===== src/rtl/ir_nec_pkg.sv =====
// Shared NEC/HT6221 IR definitions: FSM states, default timing (50 MHz cycles)
// common to the transmit and receive paths, and phase counter width.
package ir_nec_pkg;

    localparam int unsigned PHASE_W = 20;

    localparam int unsigned DEF_LEAD_MARK_CNT  = 450000;
    localparam int unsigned DEF_LEAD_SPACE_CNT = 225000;
    localparam int unsigned DEF_BIT_MARK_CNT   = 28000;
    localparam int unsigned DEF_ZERO_SPACE_CNT = 28000;
    localparam int unsigned DEF_ONE_SPACE_CNT  = 84500;
    localparam int unsigned DEF_GAP_CNT        = 1000000;
    localparam int unsigned DEF_CARRIER_DIV    = 1316;
    localparam int unsigned DEF_CARRIER_HIGH   = 438;

    typedef enum logic [2:0] {
        StIdle,
        StLeadMark,
        StLeadSpace,
        StBitMark,
        StBitSpace,
        StStopMark,
        StGap
    } state_t;

    // Terminal phase-counter value for a phase lasting cnt cycles.
    function automatic logic [PHASE_W-1:0] phase_last(input int unsigned cnt);
        return PHASE_W'(cnt - 1);
    endfunction

endpackage


===== src/rtl/ir_encode_if.sv =====
// Request/status bundle between a frame source and the IR encoder.
interface ir_encode_if;

    logic        start;
    logic [15:0] tx_addr;
    logic [15:0] tx_data;
    logic        busy;
    logic        done;

    modport master (
        output start,
        output tx_addr,
        output tx_data,
        input  busy,
        input  done
    );

    modport slave (
        input  start,
        input  tx_addr,
        input  tx_data,
        output busy,
        output done
    );

endinterface


===== src/rtl/ir_carrier_gen.sv =====
// IR carrier generator: registered carrier, gated by enable, whose period
// restarts at count 0 on every rising edge of enable.
module ir_carrier_gen #(
    parameter int unsigned CARRIER_DIV  = ir_nec_pkg::DEF_CARRIER_DIV,
    parameter int unsigned CARRIER_HIGH = ir_nec_pkg::DEF_CARRIER_HIGH
) (
    input  logic clk,
    input  logic reset_n,
    input  logic enable,
    output logic carrier
);

    localparam int unsigned CW = (CARRIER_DIV > 1) ? $clog2(CARRIER_DIV) : 1;
    localparam logic [CW-1:0] DIV_LAST = CW'(CARRIER_DIV - 1);
    localparam logic [CW-1:0] HIGH_CNT = CW'(CARRIER_HIGH);

    logic [CW-1:0] cnt_q, cnt_d;
    logic          en_q;
    logic          carrier_d;

    // Count for the coming cycle; an enable rising edge forces count 0.
    always_comb begin
        if (enable && !en_q) begin
            cnt_d = '0;
        end else if (cnt_q == DIV_LAST) begin
            cnt_d = '0;
        end else begin
            cnt_d = cnt_q + 1'b1;
        end
        carrier_d = enable && (cnt_d < HIGH_CNT);
    end

    // Carrier phase and output registers.
    always_ff @(posedge clk or negedge reset_n) begin
        if (!reset_n) begin
            cnt_q   <= '0;
            en_q    <= 1'b0;
            carrier <= 1'b0;
        end else begin
            cnt_q   <= cnt_d;
            en_q    <= enable;
            carrier <= carrier_d;
        end
    end

endmodule


===== src/rtl/ir_encode.sv =====
// NEC/HT6221 IR frame transmitter: leader, 32 pulse-distance bits LSB first
// (address then data), stop burst and a guaranteed idle gap.
// Optional macro IR_CARRIER_EN: modulate the envelope with the IR carrier;
// when undefined oIR is the baseband envelope.
module ir_encode
    import ir_nec_pkg::*;
#(
    parameter int unsigned LEAD_MARK_CNT  = DEF_LEAD_MARK_CNT,
    parameter int unsigned LEAD_SPACE_CNT = DEF_LEAD_SPACE_CNT,
    parameter int unsigned BIT_MARK_CNT   = DEF_BIT_MARK_CNT,
    parameter int unsigned ZERO_SPACE_CNT = DEF_ZERO_SPACE_CNT,
    parameter int unsigned ONE_SPACE_CNT  = DEF_ONE_SPACE_CNT,
    parameter int unsigned GAP_CNT        = DEF_GAP_CNT,
    parameter int unsigned CARRIER_DIV    = DEF_CARRIER_DIV,
    parameter int unsigned CARRIER_HIGH   = DEF_CARRIER_HIGH
) (
    input  logic       clk,
    input  logic       reset_n,
    ir_encode_if.slave bus,
    output logic       oIR
);

    localparam logic [PHASE_W-1:0] LEAD_MARK_LAST  = phase_last(LEAD_MARK_CNT);
    localparam logic [PHASE_W-1:0] LEAD_SPACE_LAST = phase_last(LEAD_SPACE_CNT);
    localparam logic [PHASE_W-1:0] BIT_MARK_LAST   = phase_last(BIT_MARK_CNT);
    localparam logic [PHASE_W-1:0] ZERO_SPACE_LAST = phase_last(ZERO_SPACE_CNT);
    localparam logic [PHASE_W-1:0] ONE_SPACE_LAST  = phase_last(ONE_SPACE_CNT);
    localparam logic [PHASE_W-1:0] GAP_LAST        = phase_last(GAP_CNT);

    // A carrier that is never high, or never low, is a configuration error.
    if (CARRIER_HIGH == 0 || CARRIER_HIGH >= CARRIER_DIV) begin : g_bad_carrier
        $error("ir_encode: CARRIER_HIGH must lie in 1..CARRIER_DIV-1");
    end

    state_t               state_q, state_d;
    logic [PHASE_W-1:0]   cnt_q, cnt_d;
    logic [4:0]           bit_q, bit_d;
    logic [31:0]          shift_q, shift_d;
    logic                 env_q, env_d;
    logic                 busy_q, busy_d;
    logic                 done_q, done_d;
    logic                 phase_end;

    // Detect the last cycle of the current phase; the space length follows the LSB.
    always_comb begin
        phase_end = 1'b0;
        case (state_q)
            StLeadMark:  phase_end = (cnt_q == LEAD_MARK_LAST);
            StLeadSpace: phase_end = (cnt_q == LEAD_SPACE_LAST);
            StBitMark:   phase_end = (cnt_q == BIT_MARK_LAST);
            StBitSpace:  phase_end = (cnt_q == (shift_q[0] ? ONE_SPACE_LAST : ZERO_SPACE_LAST));
            StStopMark:  phase_end = (cnt_q == BIT_MARK_LAST);
            StGap:       phase_end = (cnt_q == GAP_LAST);
            default:     phase_end = 1'b0;
        endcase
    end

    // Next-state, phase counter, bit counter and shift register.
    always_comb begin
        state_d = state_q;
        cnt_d   = cnt_q + 1'b1;
        bit_d   = bit_q;
        shift_d = shift_q;
        if (state_q == StIdle) begin
            cnt_d = '0;
            if (bus.start) begin
                state_d = StLeadMark;
                shift_d = {bus.tx_data, bus.tx_addr};
            end
        end else if (phase_end) begin
            cnt_d = '0;
            case (state_q)
                StLeadMark:  state_d = StLeadSpace;
                StLeadSpace: state_d = StBitMark;
                StBitMark:   state_d = StBitSpace;
                StBitSpace: begin
                    shift_d = shift_q >> 1;
                    bit_d   = bit_q + 1'b1;
                    state_d = (bit_q == 5'd31) ? StStopMark : StBitMark;
                end
                StStopMark:  state_d = StGap;
                default:     state_d = StIdle;
            endcase
        end
    end

    // Outputs are registered from the next state so they align with it;
    // done lands on the last gap cycle, where busy already reads 0.
    always_comb begin
        env_d  = (state_d == StLeadMark) || (state_d == StBitMark) || (state_d == StStopMark);
        done_d = (state_d == StGap) && (cnt_d == GAP_LAST);
        busy_d = (state_d != StIdle) && !done_d;
    end

    // State and output registers; reset aborts any frame in progress.
    always_ff @(posedge clk or negedge reset_n) begin
        if (!reset_n) begin
            state_q <= StIdle;
            cnt_q   <= '0;
            bit_q   <= '0;
            shift_q <= '0;
            env_q   <= 1'b0;
            busy_q  <= 1'b0;
            done_q  <= 1'b0;
        end else begin
            state_q <= state_d;
            cnt_q   <= cnt_d;
            bit_q   <= bit_d;
            shift_q <= shift_d;
            env_q   <= env_d;
            busy_q  <= busy_d;
            done_q  <= done_d;
        end
    end

    assign bus.busy = busy_q;
    assign bus.done = done_q;

`ifdef IR_CARRIER_EN
    logic carrier;

    ir_carrier_gen #(
        .CARRIER_DIV  (CARRIER_DIV),
        .CARRIER_HIGH (CARRIER_HIGH)
    ) u_carrier (
        .clk     (clk),
        .reset_n (reset_n),
        .enable  (env_d),
        .carrier (carrier)
    );

    assign oIR = env_q & carrier;
`else
    assign oIR = env_q;
`endif

endmodule


===== src/flat_wrapper.sv =====
// flat-port wrapper written by rule: the top's interface ports become plain ports
module ir_encode_flat import ir_nec_pkg::*;
#(
    parameter int unsigned LEAD_MARK_CNT  = DEF_LEAD_MARK_CNT,
    parameter int unsigned LEAD_SPACE_CNT = DEF_LEAD_SPACE_CNT,
    parameter int unsigned BIT_MARK_CNT   = DEF_BIT_MARK_CNT,
    parameter int unsigned ZERO_SPACE_CNT = DEF_ZERO_SPACE_CNT,
    parameter int unsigned ONE_SPACE_CNT  = DEF_ONE_SPACE_CNT,
    parameter int unsigned GAP_CNT        = DEF_GAP_CNT,
    parameter int unsigned CARRIER_DIV    = DEF_CARRIER_DIV,
    parameter int unsigned CARRIER_HIGH   = DEF_CARRIER_HIGH
)
  (clk, reset_n, oIR, bus_start, bus_tx_addr, bus_tx_data, bus_busy, bus_done);
  ir_encode_if bus_i ();
  input  logic clk;
  input  logic reset_n;
  output logic oIR;
  input wire logic [$bits(bus_i.start)-1:0] bus_start;
  input wire logic [$bits(bus_i.tx_addr)-1:0] bus_tx_addr;
  input wire logic [$bits(bus_i.tx_data)-1:0] bus_tx_data;
  output wire logic [$bits(bus_i.busy)-1:0] bus_busy;
  output wire logic [$bits(bus_i.done)-1:0] bus_done;
  assign bus_i.start = bus_start;
  assign bus_i.tx_addr = bus_tx_addr;
  assign bus_i.tx_data = bus_tx_data;
  assign bus_busy = bus_i.busy;
  assign bus_done = bus_i.done;
  ir_encode #(.LEAD_MARK_CNT(LEAD_MARK_CNT), .LEAD_SPACE_CNT(LEAD_SPACE_CNT), .BIT_MARK_CNT(BIT_MARK_CNT), .ZERO_SPACE_CNT(ZERO_SPACE_CNT), .ONE_SPACE_CNT(ONE_SPACE_CNT), .GAP_CNT(GAP_CNT), .CARRIER_DIV(CARRIER_DIV), .CARRIER_HIGH(CARRIER_HIGH)) u_core (.clk(clk), .reset_n(reset_n), .bus(bus_i), .oIR(oIR));
endmodule

===== config.mk =====
export PLATFORM = sky130hd
export DESIGN_NAME = ir_encode_flat
export DESIGN_NICKNAME = d
export VERILOG_FILES = /design/src/rtl/ir_nec_pkg.sv /design/src/rtl/ir_encode_if.sv /design/src/rtl/ir_carrier_gen.sv /design/src/rtl/ir_encode.sv /design/src/flat_wrapper.sv
export SDC_FILE = /design/constraint.sdc
export NUM_CORES = 1
export LEC_CHECK = 0
export CORE_AREA = 2 2 99 101
export DETAILED_ROUTE_END_ITERATION = 8
export DIE_AREA = 0 0 101 103
export PLACE_DENSITY = 0.62
export RECOVER_POWER = 50
export SLEW_MARGIN = 0
export SYNTH_ARGS = -nofsm -noshare
export SYNTH_HDL_FRONTEND = slang
export SYNTH_SLANG_ARGS = --single-unit

===== constraint.sdc =====
create_clock -name clk -period 3.5 [get_ports clk]
set_input_delay 0.7 -clock clk [delete_from_list [all_inputs] [get_ports clk]]
set_output_delay 0.7 -clock clk [all_outputs]
set_load 0.01 [all_outputs]

* After elaboration in Yosys (flattened, before gate mapping) *
Index checks and enable logic that the tools add are counted.

storage, ports and cells
  output and inout port bits = 3
  bits in registers = 63
  logic and storage cells = 53

cells by class
  eq/ne operators = 18
  reduce and logical (&&, ||, !) cells = 12
  bitwise logic cells = 1
  add/sub/neg operators = 2
  multiplexer cells = 13

operator list
  kind                                                    count
  2-to-1 mux 32 bit                                       4
  equality test 20 bit (second input constant)            2
  2-to-1 mux 20 bit                                       2
  adder 20 x 1 -> 20 bit (second input constant)          1
  equality test 20 x 15 -> 1 bit (second input constant)  1
  equality test 20 x 18 -> 1 bit (second input constant)  1
  equality test 20 x 19 -> 1 bit (second input constant)  1
  equality test 20 bit                                    1
  2-to-1 mux 17 bit                                       1
  equality test 3 bit (second input constant)             5
  case mux 3 bit (5 select lines)                         1
  2-to-1 mux 3 bit                                        4
  equality test 3 x 2 -> 1 bit (second input constant)    3
  equality test 3 x 1 -> 1 bit (second input constant)    2
  AND reduction 3 bit                                     2
  adder 5 x 1 -> 5 bit (second input constant)            1
  equality test 5 bit (second input constant)             1
  case mux 1 bit (5 select lines)                         1
  nonzero test 2 bit                                      2
  zero test 3 bit                                         1
  nonzero test 3 bit                                      1
  logical AND 1 bit                                       2
  logical OR 1 bit                                        2
  != test 2 bit (second input constant)                   1
  other kinds (3)                                         3

* Depth between registers and ports, before layout *
  word-level depth = 9
  gate-level depth with buffers = 11
  gate-level depth less buffers = 8

* Worst setup path after synthesis *
No wires, ideal clock.

  kind = register to register
  start = register u_core.state_q[0]
  end = register u_core.busy_q, in the netlist u_core.bus.busy
  path slack = 0.860 ns
  setup time = 0.119 ns
  arrival time = 2.521 ns
  cell stages (with the launch flop) = 9
  cells stage by stage = dfrtp_1 -> buf_2 -> or3b_1 -> a21o_1 -> a222oi_1 -> nand4_2 -> nor3_4 -> mux2_1 -> o21a_1

between the ends
  longest elaborated chain between the ends = 9
  elaborated cells between the ends (all ways) = 21
  classes of those cells = eq/ne: 8; mux: 7; reduce/logical: 6

ends and longest elaborated chain
  item                                                                 RTL line                          RTL
  start, declared                                                      ir_encode.sv:35                   state_t state_q, state_d;
  start signal, assigned                                               ir_encode.sv:98                   state_q <= StIdle;
  start signal, assigned                                               ir_encode.sv:106                  state_q <= state_d;
  equality test 3 x 2 -> 1 bit or equality test 3 bit (tied branches)  ir_encode.sv:47, ir_encode.sv:72
  OR reduction 2 bit (no line)                                         n/a
  case mux 1 bit (5 select lines)                                      ir_encode.sv:47                   case (state_q)
  2-to-1 mux 20 bit or 2-to-1 mux 3 bit (tied branches)                ir_encode.sv:70                   end else if (phase_end) begin
  2-to-1 mux 20 bit or 2-to-1 mux 3 bit (tied branches)                ir_encode.sv:64                   if (state_q == StIdle) begin
  equality test 20 bit or equality test 3 bit (tied branches)          ir_encode.sv:91                   done_d = (state_d == StGap) && (cnt_d == GAP_LAST);
  logical AND 1 bit                                                    ir_encode.sv:91
  zero test 1 bit                                                      ir_encode.sv:92                   busy_d = (state_d != StIdle) && !done_d;
  logical AND 1 bit *                                                  ir_encode.sv:92
  named net u_core.busy_d                                              ir_encode.sv:40                   logic busy_q, busy_d;
  end signal, assigned                                                 ir_encode.sv:111                  busy_q <= busy_d;
  end, declared                                                        ir_encode.sv:40

Mark *: on every way through the listed nets, which the timed path passes. The rest lies on a longest branch.
A chain may end at the register's enable or synchronous reset.

* Worst setup path in the final report *
Ends and elaborated chain as after synthesis.

==> flow_summary.json <==
{
  "status": "completed",
  "row_count": 36,
  "power.share.sequential": 0.478,
  "drt-initial-drc-count": 165,
  "seq_area_um2": 1580,
  "wl_per_cell_um": 15.6,
  "syn_nets": 432,
  "num_antenna_cells": 0,
  "port_buffers": 37,
  "slew_viol_final": 0,
  "area_growth_syn_to_layout_pct": 17.8,
  "syn_avg_cell_area_um2": 9.40,
  "swShare": 0.218,
  "critPathLaunchType": "flip-flop",
  "h-tree-depth": 3,
  "drtAntennaViolNets": 0,
  "hold_viol": 0,
  "gr-usage-all-layers": 0.172,
  "vdd_drop_max_v": 0.000207,
  "r2r_cells": 7,
  "crit_path_max_incr_delay_ns": 0.52,
  "setup_violations": 0,
  "io_pins": 38,
  "grt_pass1_vias": 2832,
  "critical_path_class": "flip-flop to flip-flop",
  "cp_top_family": "simple AND/OR/NAND/NOR gates",
  "root_buffer": "clkbuf_8",
  "cts-hold-fix-buffers": 0,
  "numCtsBuffers": 9,
  "place_area_um2": 4150,
  "layout.cell_area.non_filler_um2": 4360,
  "cp.depth": 7,
  "clk_pin_slew_ns": 0.07,
  "synth_cell_types": 59,
  "final.setup.tns_ns": 0,
  "multi_input_area_um2": 1950,
  "fillers": 924,
  "fin_crit_ns": 2.87,
  "hpwl_um": 5900,
  "synth_edf_count": 0,
  "layout_commonest_cell": "a21oi_1",
  "rsz0062_at_grt": "false",
  "dieArea_um2": 10400,
  "max_freq_mhz": 348,
  "relSlewSlack": 0.0285,
  "cts_num_sinks": 63,
  "combPwrFrac": 0.048,
  "gp_congestion": 0.888,
  "core_area_um2": 9460,
  "die_w_um": 101,
  "ys_seq_area_frac": 0.426,
  "worst-path-buf-inv": 0,
  "synth-seq-cells": 63,
  "path_cells": "or3b_1, a21o_1, a222oi_1, nand4_2, nor3_4, mux2_1, o21a_1",
  "tightest_slew_ns": 1.46,
  "critPathCaptureType": "flip-flop",
  "p_clk_frac": 0.473,
  "worstHoldPathCells": 1,
  "cts_setup_buffers": 0,
  "path_max_fanout": 13,
  "drive_above_1_share": 0.0851,
  "cpMaxStageDelayCell": "dfrtp_1",
  "p_sw_w": 0.000332,
  "vias_per_cell": 5.54,
  "clockBufferDepth": 2,
  "clock_skew_ns": 0.00849,
  "ys.warnings.count": 0,
  "intPower_w": 0.00119,
  "synthCells": 394,
  "layout_common_cells": "a21oi_1 (70), dfrtp_1 (62), nor2_1 (35), clkdlybuf4s50_1 (35), mux2i_1 (33)",
  "fin_util": 0.461,
  "p_leak_nw": 1.86,
  "initial_core_util": 0.391,
  "totalWireLength_um": 8360,
  "grt_pass1_wl_um": 14100,
  "die_h_um": 103,
  "synth_flop_cell": "dfrtp_1",
  "first_pass_iters": 4,
  "grt_remaining_overflow": 0,
  "syn_area_um2": 3700,
  "antenna_found_initial": 0,
  "synthArstFlopShare": 1.00,
  "worstPathRequired_ns": 3.75,
  "cts_tree": "yes",
  "clock_latency_ns": 0.36,
  "cts_resized": 0,
  "grt_max_degree": 34,
  "powerDensity_nw_per_um2": 349,
  "drc": 0,
  "vias": 2976,
  "finalCritPeriodShare": 0.820,
  "fin_nets": 456,
  "maxCapViolCount": 0,
  "min_path_type": "flip-flop to flip-flop",
  "critPathArrivalTime_ns": 3.12
}
## worst register-to-register path, delay by kind of cell (launching register included)
kind             cells  cell delay (ns)
AND/OR/NAND/NOR      3             1.11
AO/OA/AOI/OAI        3             0.75
flip-flops           1             0.52
multiplexers         1             0.39
## registers in the layout, summed over array words and instances, names as in the netlist
signal,flops
u_core.cnt_q,20
u_core.shift_q,32
u_core.oIR,1
u_core.bus.done,1
u_core.bus.busy,1
u_core.state_q,3
u_core.bit_q,5
## power groups by stage
stage	combinational, W	sequential, W	clock, W
2_1_floorplan	0.0000166	0.000742	0
3_3_place_gp	0.0000760	0.000742	0
3_5_place_dp	0.0000763	0.000742	0
4_1_cts	0.0000767	0.000727	0.000736
5_1_grt	0.0000809	0.000727	0.000776
6_report	0.0000735	0.000728	0.000720
## layer usage
| metal | up-vias | GRT usage | wire length [um] |
|---|---|---|---|
| met3 | 13 | 0.0407 | 341 |
| met4 | 0 | 0.0780 | 163 |
| met5 | - | 0 | 0 |
| met1 | 1452 | 0.218 | 3850 |
| li1 | 1453 | - | - |
| met2 | 58 | 0.282 | 4000 |
## cell type report
class / count / area share
clock buffers: 11 / 0.0324
clock inverters: 5 / 0.0186
inverters: 6 / 0.00516
multi-input cells: 289 / 0.447
well taps: 114 / 0.0327
repair buffers: 49 / 0.102
flip-flops and latches: 63 / 0.362
## metrics by stage
| stage | worst slack (ns) | cells | power (W) | hold slack [ns] |
|---|---|---|---|---|
| floorplan | 0.860 | 394 | 0.000758 | 0.404 |
| global placement | 0.672 | 521 | 0.000818 | 0.457 |
| detailed placement | 0.634 | 521 | 0.000818 | 0.466 |
| CTS | 0.626 | 537 | 0.00154 | 0.371 |
| global route | 0.427 | 537 | 0.00158 | 0.516 |
| finish | 0.629 | 537 | 0.00152 | 0.479 |
## logic make-up after synthesis
group	count (synthesis)	synth area share
simple gates	115	0.177
compound gates	104	0.166
flops	63	0.426
buf+inv	42	0.0483
mux	38	0.104
xor+xnor	29	0.0686
fa+ha+maj	3	0.0101
## cells in the mapped netlist, drive strengths merged, types with 4 or more instances
library cell | number | area share
a21oi | 70 | 0.095
dfrtp | 63 | 0.43
nor2 | 36 | 0.036
mux2i | 33 | 0.089
clkbuf | 22 | 0.022
xnor2 | 17 | 0.040
buf | 14 | 0.020
nand3 | 14 | 0.020
xor2 | 12 | 0.028
and3 | 11 | 0.019
nand2 | 10 | 0.010
a31oi | 8 | 0.014
o21ai | 8 | 0.011
inv | 6 | 0.0061
nand2b | 6 | 0.010
mux2 | 5 | 0.015
nand4 | 5 | 0.010
nor2b | 5 | 0.0084
or3b | 4 | 0.0095
## path summary, 6_finish.rpt
kind,slack [ns],end,from
max,0.63,u_core.bus.busy$_DFF_PN0_,u_core.state_q[0]$_DFF_PN0_
min,0.48,u_core.bit_q[3]$_DFFE_PN0P_,u_core.bit_q[3]$_DFFE_PN0P_
max reg2reg,0.63,u_core.bus.busy$_DFF_PN0_,u_core.state_q[0]$_DFF_PN0_
min reg2reg,0.48,u_core.bit_q[3]$_DFFE_PN0P_,u_core.bit_q[3]$_DFFE_PN0P_
max in group asynchronous,1.01,u_core.shift_q[15]$_DFFE_PN0P_,reset_n
min in group asynchronous,0.68,u_core.cnt_q[10]$_DFF_PN0_,reset_n
(Power assumes the default switching activity.)
==> edit 1 (same flow settings) <==
The package constant `PHASE_W` goes from 20 to 28.
--- a/src/rtl/ir_nec_pkg.sv
+++ b/src/rtl/ir_nec_pkg.sv
@@ -3,5 +3,5 @@
 package ir_nec_pkg;
 
-    localparam int unsigned PHASE_W = 20;
+    localparam int unsigned PHASE_W = 28;
 
     localparam int unsigned DEF_LEAD_MARK_CNT  = 450000;
Check against the original RTL: no difference found for any inputs over 10 cycles, from zero or initial values and one cycle with reset_n low; that may be too few to reach the edited logic, so the function may still have changed.
==> edit 1 against the original RTL <==
- the run now ends with capacitance limit, slew limit left
- synthesized area is 22% higher
- setup slack got worse by 0.23 ns
- design area is 17% higher
- non-clock buffer count shrank 2
- synthesized cell count increased by 18%
- sequential cell count increased by 8
- largest cell class unchanged
- via count rose by 19%
- routed wire length rose by 20%
Power is not compared: it rests on default switching activity, and its combinational part moved more than twofold at a synthesized area within 25%.
==> edit 1: results (changes against the original RTL) <==
metric;value;unit;change
status;finished with violations;;was finished, final reports clean
violations;capacitance limit, slew limit;;
drv_slew;72;;was 0
clkCellAreaFrac;0.03361;;was 0.05106
wl_met1;4495;um;was 3853 um
seq_share;0.3484;;was 0.3617
r2r_slack;0.40;ns;was 0.63 ns
timing.rr.start;u_core.cnt_q[7];;was u_core.state_q[0]
met2_usage;0.3508;;was 0.2815
post-place-ws;0.3862;ns;was 0.6342 ns
inv_count;12;;was 6
nFillCells;862;;was 924
seq_area_frac_synth;0.3940;;was 0.4258
grt_max_degree;72;;was 34
use_met1;0.2532;;was 0.2184
clock_buffers;9;;was 11
grt_pass1_wl;16890;um;was 14060 um
worst_pin_slew;1.766;ns;was 1.457 ns
grtUsageMet3;0.04949;;was 0.04068
wire_per_inst;16.62;um;was 15.56 um
wirelength;10020;um;was 8355 um
gp_congestion;0.9001;;was 0.8875
comb.multi_input.count;343;;was 289
dr_wl_met2;4780;um;was 3997 um
skew;0.006708;ns;was 0.008492 ns
synth.distinct_cells;57;;was 59
drive_above_1_share;0.1370;;was 0.08511
synth_area_leaders;dfrtp_1, mux2_2, mux2_1, xnor2_1, nor2_1;;was dfrtp_1, a21oi_1, mux2i_1, xnor2_1, nor2_1
multi_input_area;2514;um^2;was 1949 um^2
drtIter0Drc;124;;was 165
synthTopCellsByCount;dfrtp_1, nor2_1, mux2_2;;was a21oi_1, dfrtp_1, nor2_1
crit_arrival;3.31;ns;was 3.12 ns
syn_avg_cell_area;9.697;um^2;was 9.397 um^2
grt_pass1_vias;3578;;was 2832
nNetsFinal;522;;was 456
path_max_fanout;11;;was 13
n_all_buffers;47;;was 49
top_regs;u_core.shift_q (32), u_core.cnt_q (28), u_core.bit_q (5);;was u_core.shift_q (32), u_core.cnt_q (20), u_core.bit_q (5)
cap_violations;1;;was 0
dp_hpwl;6900;um;was 5896 um
gr-usage-all-layers;0.2058;;was 0.1724
## edit 1: cell count changes in the layout (fill, tap and decap cells not counted), sizes merged, moves of 7 or more
cell,before,now
nand2,10,18
a21oi,70,10
nand4,5,12
dfrtp,63,71
mux2i,33,4
inv,6,13
nor2,36,50
nor3,3,11
mux2,5,63
nor4,1,12
## edit 1: per-stage QoR
| stage | total power [mW] | cell area, um^2 | util |
|---|---|---|---|
| after detailed placement | 1.723 | 4931 | 0.5213 |
| after CTS | 2.319 | 5102 | 0.5394 |
| after global placement | 1.692 | 4931 | 0.5213 |
| final | 2.293 | 5100 | 0.5392 |
| after global routing | 2.441 | 5100 | 0.5392 |
| after floorplan | 1.548 | 4509 | - |
## edit 1: cells by family (layout without fill, tap and decap cells)
logic type / Yosys count / in the layout / share of synthesized area
and+or+nand+nor: 169 / 169 / 0.2059
DFF: 71 / 71 / 0.3940
muxes: 67 / 67 / 0.1662
AOI/OAI and AO/OA: 64 / 64 / 0.09823
buffers and inverters: 51 / 75 / 0.04967
xor gates and xnor gates: 40 / 40 / 0.07769
adders and majority gates: 3 / 3 / 0.008325
## edit 1: how the worst max path moves through the flow
stage,startpoint,endpoint,slack [ns]
after CTS,u_core.cnt_q[9],u_core.bus.busy,0.38
after floorplan,u_core.cnt_q[15],u_core.shift_q[10],0.82
final,u_core.cnt_q[7],u_core.bus.busy,0.40
after global placement,u_core.cnt_q[7],u_core.bus.busy,0.41
after detailed placement,u_core.cnt_q[7],u_core.bus.busy,0.39
after global routing,u_core.cnt_q[9],u_core.bus.busy,0.19
## edit 1: report_power, final
part	switching [mW]	internal, mW	leakage [nW]
Combinational	0.220	0.324	1.10
Sequential	0.150	1.01	0.933
Clock	0.334	0.257	0.0854
==> edit 2 (same settings) <==
Made on the original files. Encoding of `state_t`: now Gray code (3 bits for 7 states).
--- a/src/rtl/ir_nec_pkg.sv
+++ b/src/rtl/ir_nec_pkg.sv
@@ -15,11 +15,11 @@
 
     typedef enum logic [2:0] {
-        StIdle,
-        StLeadMark,
-        StLeadSpace,
-        StBitMark,
-        StBitSpace,
-        StStopMark,
-        StGap
+        StIdle      = 3'b000,
+        StLeadMark  = 3'b001,
+        StLeadSpace = 3'b011,
+        StBitMark   = 3'b010,
+        StBitSpace  = 3'b110,
+        StStopMark  = 3'b111,
+        StGap       = 3'b101
     } state_t;
 
Function: no difference found for any inputs over 10 cycles, from zero or initial values and one cycle with reset_n low; not proved beyond that.
==> edit 2 against the original RTL <==
- the flow now finishes with violations (capacitance limit, slew limit)
- count of clock-buffer cells in the layout decreased by 2
- routed wire length down 3.7%
- setup slack got worse by 0.31 ns
- hold slack worse by 0.011 ns
- global-route usage down 0.59 points
- combinational power fell by 27%
- via count decreased by 6.0%
- sequential cell count unchanged
- synthesized area is 2.6% higher
- critical path depth is 1 higher
- synthesized cell count fell by 11%
- total power is 10% lower
- design area grew 1.5%
==> edit 2: results (changes against the original RTL) <==
metric;value;unit;change
grt_pass1_vias;2735;;was 2832
seq_area_frac_synth;0.4152;;was 0.4258
synth_area_leaders;dfrtp_1, mux2_4, mux2_2, nor2_1, xor2_1;;was dfrtp_1, a21oi_1, mux2i_1, xnor2_1, nor2_1
post-place-ws;0.3834;ns;was 0.6342 ns
synthTopCellsByCount;dfrtp_1, mux2_2, nor2_1;;was a21oi_1, dfrtp_1, nor2_1
drive_above_1_share;0.2371;;was 0.08511
gr-usage-all-layers;0.1664;;was 0.1724
grt_max_degree;45;;was 34
leakage;2.018;nW;was 1.862 nW
nFillCells;928;;was 924
grt_pass1_wl;13440;um;was 14060 um
drv_slew;45;;was 0
slowest_delay;0.60;ns;was 0.52 ns
synth.area.mux_share;0.2217;;was 0.1044
dp_hpwl;5657;um;was 5896 um
skew;0.01107;ns;was 0.008492 ns
cap_violations;1;;was 0
status;finished with violations;;was finished, final reports clean
first_pass_iters;5;;was 4
synth_fa_ha_area_frac;0.009885;;was 0.01014
path_max_fanout;32;;was 13
synth-compound-area-share;0.08040;;was 0.1656
violations;capacitance limit, slew limit;;
wire_per_inst;16.02;um;was 15.56 um
fin_area;4428;um^2;was 4362 um^2
==> edit 2: changes by cell type in the layout (fill, tap and decap cells not counted), moves of 5 or more <==
cell / change
a21oi_1: -64
mux2_2: +32
mux2_4: +28
mux2i_1: -28
nand2_1: +10
and3_1: -8
xnor2_1: -6
nand4_1: +5
==> edit 2: power by group <==
part	internal [mW]	switching (mW)	total [mW]	leakage, nW
clock network	0.264	0.318	0.582	0.0908
registers	0.727	0	0.727	0.840
logic	0.0330	0.0203	0.0534	1.09
==> edit 2: worst paths after layout <==
check,start,end,slack [ns],depth (start not counted)
setup / recovery,u_core.state_q[0],u_core.shift_q[2],0.32,8
hold / removal,u_core.bit_q[3],u_core.bit_q[3],0.47,1
setup reg to reg,u_core.state_q[0],u_core.shift_q[2],0.32,8
hold reg to reg,u_core.bit_q[3],u_core.bit_q[3],0.47,1
max in group asynchronous,reset_n,u_core.shift_q[1],1.03,2
min in group asynchronous,reset_n,u_core.cnt_q[11],1.04,1
==> edit 2: routing by layer <==
layer	global-route usage	up-vias	wire (um)
met5	0	-	0
met3	0.04068	16	385
met4	0.06757	0	154
met2	0.2559	78	3728
met1	0.2266	1386	3775
li1	-	1316	-
==> edit 2: logic make-up (layout without fill, tap and decap cells) <==
logic type | count (synthesis) | after routing
buffers and inverters | 34 | 73
xor gates and xnor gates | 23 | 23
AOI/OAI and AO/OA | 44 | 44
and+or+nand+nor | 116 | 116
muxes | 66 | 66
DFF | 63 | 63
adders and majority gates | 3 | 3
==> edit 2: final cells by class <==
cell class	instances	area (um^2)	share of cell area
timing repair buffer	47	431.7	0.09749
clock inverter	7	52.55	0.01187
sequential	63	1577	0.3560
inverter	10	37.54	0.008477
multi-input combinational	252	2063	0.4660
tap	114	142.6	0.03221
clock buffer	9	123.9	0.02797
